`config.mk`:
```
export PLATFORM = sky130hd
export DESIGN_NAME = tpu_tile_scheduler
export DESIGN_NICKNAME = d
export VERILOG_FILES = /design/src/rtl/tpu_tile_scheduler.sv
export SDC_FILE = /design/constraint.sdc
export NUM_CORES = 1
export LEC_CHECK = 0
export BUFFER_PORTS_ARGS = -buffer_cell sky130_fd_sc_hd__buf_2
export CORE_UTILIZATION = 63
export CTS_CLUSTER_SIZE = 28
export DETAILED_ROUTE_END_ITERATION = 7
export PLACE_DENSITY = 0.95
export SYNTH_ARGS = -nofsm -noshare
export SYNTH_HDL_FRONTEND = slang
export SYNTH_SLANG_ARGS = --single-unit
```
`constraint.sdc`:
```
create_clock -name clk -period 8.25 [get_ports clk]
set_clock_uncertainty 0.05 [all_clocks]
set_input_delay 0.825 -clock clk [delete_from_list [all_inputs] [get_ports clk]]
set_output_delay 0.825 -clock clk [all_outputs]
set_load 0.02 [all_outputs]
```
`src/rtl/tpu_tile_scheduler.sv`:
```
// Tile sequencer: pops one weight set, reloads the array, streams activation rows and
// writes each result row once the array pipeline latency has elapsed.
module tpu_tile_scheduler #(
  parameter int unsigned ADDRESSSIZE = 10,
  parameter int unsigned MATRIX_SIZE = 64,
  parameter int unsigned PIPE_LAT    = 2 * MATRIX_SIZE + 2
) (
  input  logic                   clk,
  input  logic                   rst,
  input  logic                   start,
  input  logic [ADDRESSSIZE-1:0] num_vec,
  input  logic [ADDRESSSIZE-1:0] src_base,
  input  logic [ADDRESSSIZE-1:0] dst_base,
  input  logic                   fifo_empty,
  output logic                   fifo_read_enable,
  output logic                   we_rl,
  output logic [ADDRESSSIZE-1:0] ub_address,
  output logic                   feed_valid,
  output logic                   res_write_enable,
  output logic [ADDRESSSIZE-1:0] res_address,
  output logic                   busy,
  output logic                   done
);

  // RUN cycle index must reach PIPE_LAT + num_vec without overflowing.
  localparam int unsigned CW = $clog2(PIPE_LAT + (1 << ADDRESSSIZE) + 1);

  typedef enum logic [2:0] {StIdle, StWaitW, StWload, StWlatch, StRun, StDone} state_e;

  state_e                 state_q;
  logic [ADDRESSSIZE-1:0] n_q;
  logic [ADDRESSSIZE-1:0] src_q;
  logic [ADDRESSSIZE-1:0] dst_q;
  logic [CW-1:0]          t_q;

  logic [CW-1:0]          t_end;
  logic [ADDRESSSIZE-1:0] w_idx;
  logic                   feed_nxt;
  logic                   wr_nxt;
  logic                   last;

  // t_q is the RUN cycle index whose outputs are being registered this edge.
  assign t_end    = CW'(PIPE_LAT) + CW'(n_q);
  assign w_idx    = t_q[ADDRESSSIZE-1:0] - ADDRESSSIZE'(PIPE_LAT);
  assign feed_nxt = t_q < CW'(n_q);
  assign wr_nxt   = (t_q >= CW'(PIPE_LAT)) && (t_q < t_end);
  assign last     = t_q == t_end;

  always_ff @(posedge clk or posedge rst) begin
    if (rst) begin
      state_q          <= StIdle;
      n_q              <= '0;
      src_q            <= '0;
      dst_q            <= '0;
      t_q              <= '0;
      fifo_read_enable <= 1'b0;
      we_rl            <= 1'b0;
      ub_address       <= '0;
      feed_valid       <= 1'b0;
      res_write_enable <= 1'b0;
      res_address      <= '0;
      busy             <= 1'b0;
      done             <= 1'b0;
    end else begin
      fifo_read_enable <= 1'b0;
      we_rl            <= 1'b0;
      feed_valid       <= 1'b0;
      res_write_enable <= 1'b0;
      done             <= 1'b0;
      unique case (state_q)
        StIdle: begin
          if (start) begin
            if (num_vec == '0) begin
              state_q <= StDone;
              done    <= 1'b1;
            end else begin
              n_q   <= num_vec;
              src_q <= src_base;
              dst_q <= dst_base;
              busy  <= 1'b1;
              if (!fifo_empty) begin
                state_q          <= StWload;
                fifo_read_enable <= 1'b1;
              end else begin
                state_q <= StWaitW;
              end
            end
          end
        end
        StWaitW: begin
          if (!fifo_empty) begin
            state_q          <= StWload;
            fifo_read_enable <= 1'b1;
          end
        end
        StWload: begin
          state_q <= StWlatch;
          we_rl   <= 1'b1;
        end
        StWlatch: begin
          // First RUN cycle: row 0 is fed; PIPE_LAT >= 1 so no write yet.
          state_q    <= StRun;
          feed_valid <= 1'b1;
          ub_address <= src_q;
          t_q        <= CW'(1);
        end
        StRun: begin
          if (last) begin
            state_q <= StDone;
            busy    <= 1'b0;
            done    <= 1'b1;
          end else begin
            feed_valid       <= feed_nxt;
            ub_address       <= src_q + t_q[ADDRESSSIZE-1:0];
            res_write_enable <= wr_nxt;
            res_address      <= dst_q + w_idx;
            t_q              <= t_q + CW'(1);
          end
        end
        StDone: begin
          state_q <= StIdle;
        end
        default: begin
          state_q <= StIdle;
        end
      endcase
    end
  end

endmodule

```
==> metrics.cfg <==
[outcome]
status = complete, no violations

[worst_hold_path]
min_to = res_address[9]$_DFFE_PP0P_
hp-start = res_address[9]$_DFFE_PP0P_
whs_path_depth = 2
hp-class = reg2reg

[clocking]
cts-root-buf = clkbuf_8
ctsHoldBuffers = 0
path_clk_slew_ns = 0.08
worstSkewPairLatency_ns = 0.35
postCtsResizedCells = 0
cts_buffers = 9
clockBufferDepth = 2
cts_sinks = 70
cts_tree = yes
htreeDepth = 3
postCtsSetupBuffers = 0

[floorplan]
rows = 30
boundaryPins = 60
start_util_pct = 65.29
die_area_mm2 = 0.007421
fp.coreArea_mm2 = 0.006832
die_h_um = 86.15
die_x_um = 86.15

[yosys]
synth_simple_gate_area_share_pct = 15.37
synth.area.mux_share_pct = 3.955
synth_edf_count = 0
synth_top_area_cell = dfrtp_1
synthTopCellsByArea = dfrtp_1 (39%), ha_1 (14%), o21ai_0 (5.8%)
ys_types = 54
synth_cells = 484
synth_fa_ha_area_share_pct = 14.64
yosys_warnings = 0
syn-num-nets = 569
synth_compound_area_share_pct = 17.14
synth_top_family_by_area = compound AO/OA/AOI/OAI gates
synthArstFlopShare_pct = 100.0
yosysTopAreaCellShare_pct = 39.27
synth_area_mm2 = 0.004461
synthXorXnorAreaFrac_pct = 3.731
synthFlopType = dfrtp_1
synth-seq-cells = 70
ys_seq_area_share_pct = 39.27
syn_avg_cell_area_um2 = 9.216

[sta]
fin_setup_tns_ns = 0
fin_crit_sh_pct = 42.14
fmax_ghz = 0.2877
rsz0062_at_grt = no
max-slew-margin-rel_pct = 34.14
worst_pin_slew_ns = 0.9855
hold_viol_final = 0
finalMaxSlewViolations = 0
fin_crit_ns = 3.476
setup_viol = 0
whs_ns = 0.4274

[routing]
drtIter0Drc = 222
drtAntennaViolNets = 0
drc = 0
vias_per_cell = 6.048
wl_per_cell_um = 16.31
drt_wl_total_um = 10440
dr.pass1.iters = 4
vias = 3871

[global_routing]
grt_usage_pct = 29.90
overflow = 0
grt_start_max_net_pins = 71
grt_pass1_wl_um = 17190
grt_pass1_vias = 3771
antenna_found_initial = 0

[flow_run]
maxCapViolCount = 0

[final_layout]
nFillCells = 497
utilization_pct = 73.81
multi_input_area_mm2 = 0.002454
fin_area_mm2 = 0.005042
n_antenna_cell = 0
layout_common_cells = dfrtp_1 (70), buf_2 (59), nand2_1 (53)
finish.net_count = 624
area_growth_syn_to_layout_pct = 13.04
seqCellArea_mm2 = 0.001752
drive_gt1_share_pct = 18.20
layout_commonest_cell = dfrtp_1

[setup_path]
reg2reg_to = ub_address[9]$_DFFE_PP0P_
worst_ep_arrival_time_ns = 3.66
endpoint_kind = register
rrSetupSlack_ns = 4.77
r2r.worst_path.cells = 12
cp-start-kind = register
cp_data_required_time_ns = 8.44
r2r_start = n_q[3]$_DFFE_PP0P_
crit_fanout = 30
worst-setup-path-type = reg2reg

[place]
hpwl_um = 7461
place_congestion = 0.9625
port-buffer-count = 59
postPlaceCellArea_mm2 = 0.004812

[pwr]
power.density_mw_per_mm2 = 136.2
leakage_nw = 2.480
ir_drop_mv = 0.08804

==> metrics by stage <==
step,cells,worst slack [ns],total power [mW]
global route,640,4.472,0.7052
floorplan,484,5.384,0.3561
detailed placement,624,4.912,0.3673
finish,640,4.774,0.6865
CTS,640,4.881,0.6892
global placement,624,5.060,0.3665
==> final cells by class <==
class / count / share of cell area [%]
multi-input combinational: 349 / 48.66
sequential: 70 / 34.74
timing repair buffer: 60 / 6.005
inverter: 49 / 3.648
clock buffer: 12 / 2.680
tap: 96 / 2.382
clock inverter: 4 / 1.886
==> kinds of logic after synthesis <==
family,Yosys count
AND/OR/NAND/NOR,143
XOR/XNOR,19
flip-flops,70
buffers and inverters,65
AO/OA/AOI/OAI,120
multiplexers,16
adder cells (fa/ha/maj),51
==> synth_stat cells, types with 4 or more instances <==
cell,number
inv_1,49
nor4_1,4
nand3_1,16
ha_1,49
nor2b_1,7
o21ai_0,52
nor2_1,30
xnor2_1,17
o21a_1,4
nor3_1,7
o211ai_1,4
a21oi_1,20
a211oi_1,5
clkbuf_1,11
a21o_1,7
nand2_1,53
or3_1,6
a31oi_1,6
mux2_2,13
dfrtp_1,70
==> worst max-delay path by stage <==
stage | to | startpoint | slack, ns | depth (start not counted)
2_1_floorplan | ub_address[9]$_DFFE_PP0P_ | n_q[3]$_DFFE_PP0P_ | 5.38 | 12
3_3_place_gp | ub_address[9]$_DFFE_PP0P_ | n_q[3]$_DFFE_PP0P_ | 5.06 | 12
3_5_place_dp | ub_address[9]$_DFFE_PP0P_ | n_q[3]$_DFFE_PP0P_ | 4.91 | 12
4_1_cts | ub_address[9]$_DFFE_PP0P_ | n_q[3]$_DFFE_PP0P_ | 4.88 | 12
5_1_grt | ub_address[9]$_DFFE_PP0P_ | n_q[3]$_DFFE_PP0P_ | 4.47 | 12
6_report | ub_address[9]$_DFFE_PP0P_ | n_q[3]$_DFFE_PP0P_ | 4.77 | 12
==> critical path: stages, from the launching register on <==
cell	delay [ns]
dfrtp_1	0.40
inv_1	0.10
nor3_1	0.24
and3_1	0.24
a21oi_1	0.11
or3_1	0.33
ha_1	0.30
and4_1	0.31
a31o_2	0.58
a2111oi_2	0.17
o211ai_1	0.21
nor3b_1	0.21
nand3_1	0.10
==> flip-flops by register name, summed over array words and instances, names as in the netlist, 3 cells and up <==
name	flops
t_q	11
src_q	10
state_q	3
n_q	10
res_address	10
dst_q	10
ub_address	10
==> where the power goes <==
part           total [mW]  leakage [nW]  internal (mW)  switching (mW)
logic              0.0172          1.54        0.00654          0.0107
clock network       0.326         0.115          0.201           0.126
registers           0.343         0.824          0.343               0
==> routing by layer <==
metal  vias up  track usage (%)  share of wire (%)
met2       180            50.14                 49
met4         0            15.91                3.4
met5         -                0                  0
met1      1848            36.39                 40
li1       1800                -                  -
met3        43            5.871                7.0
Power figures use the tool's default switching activity.
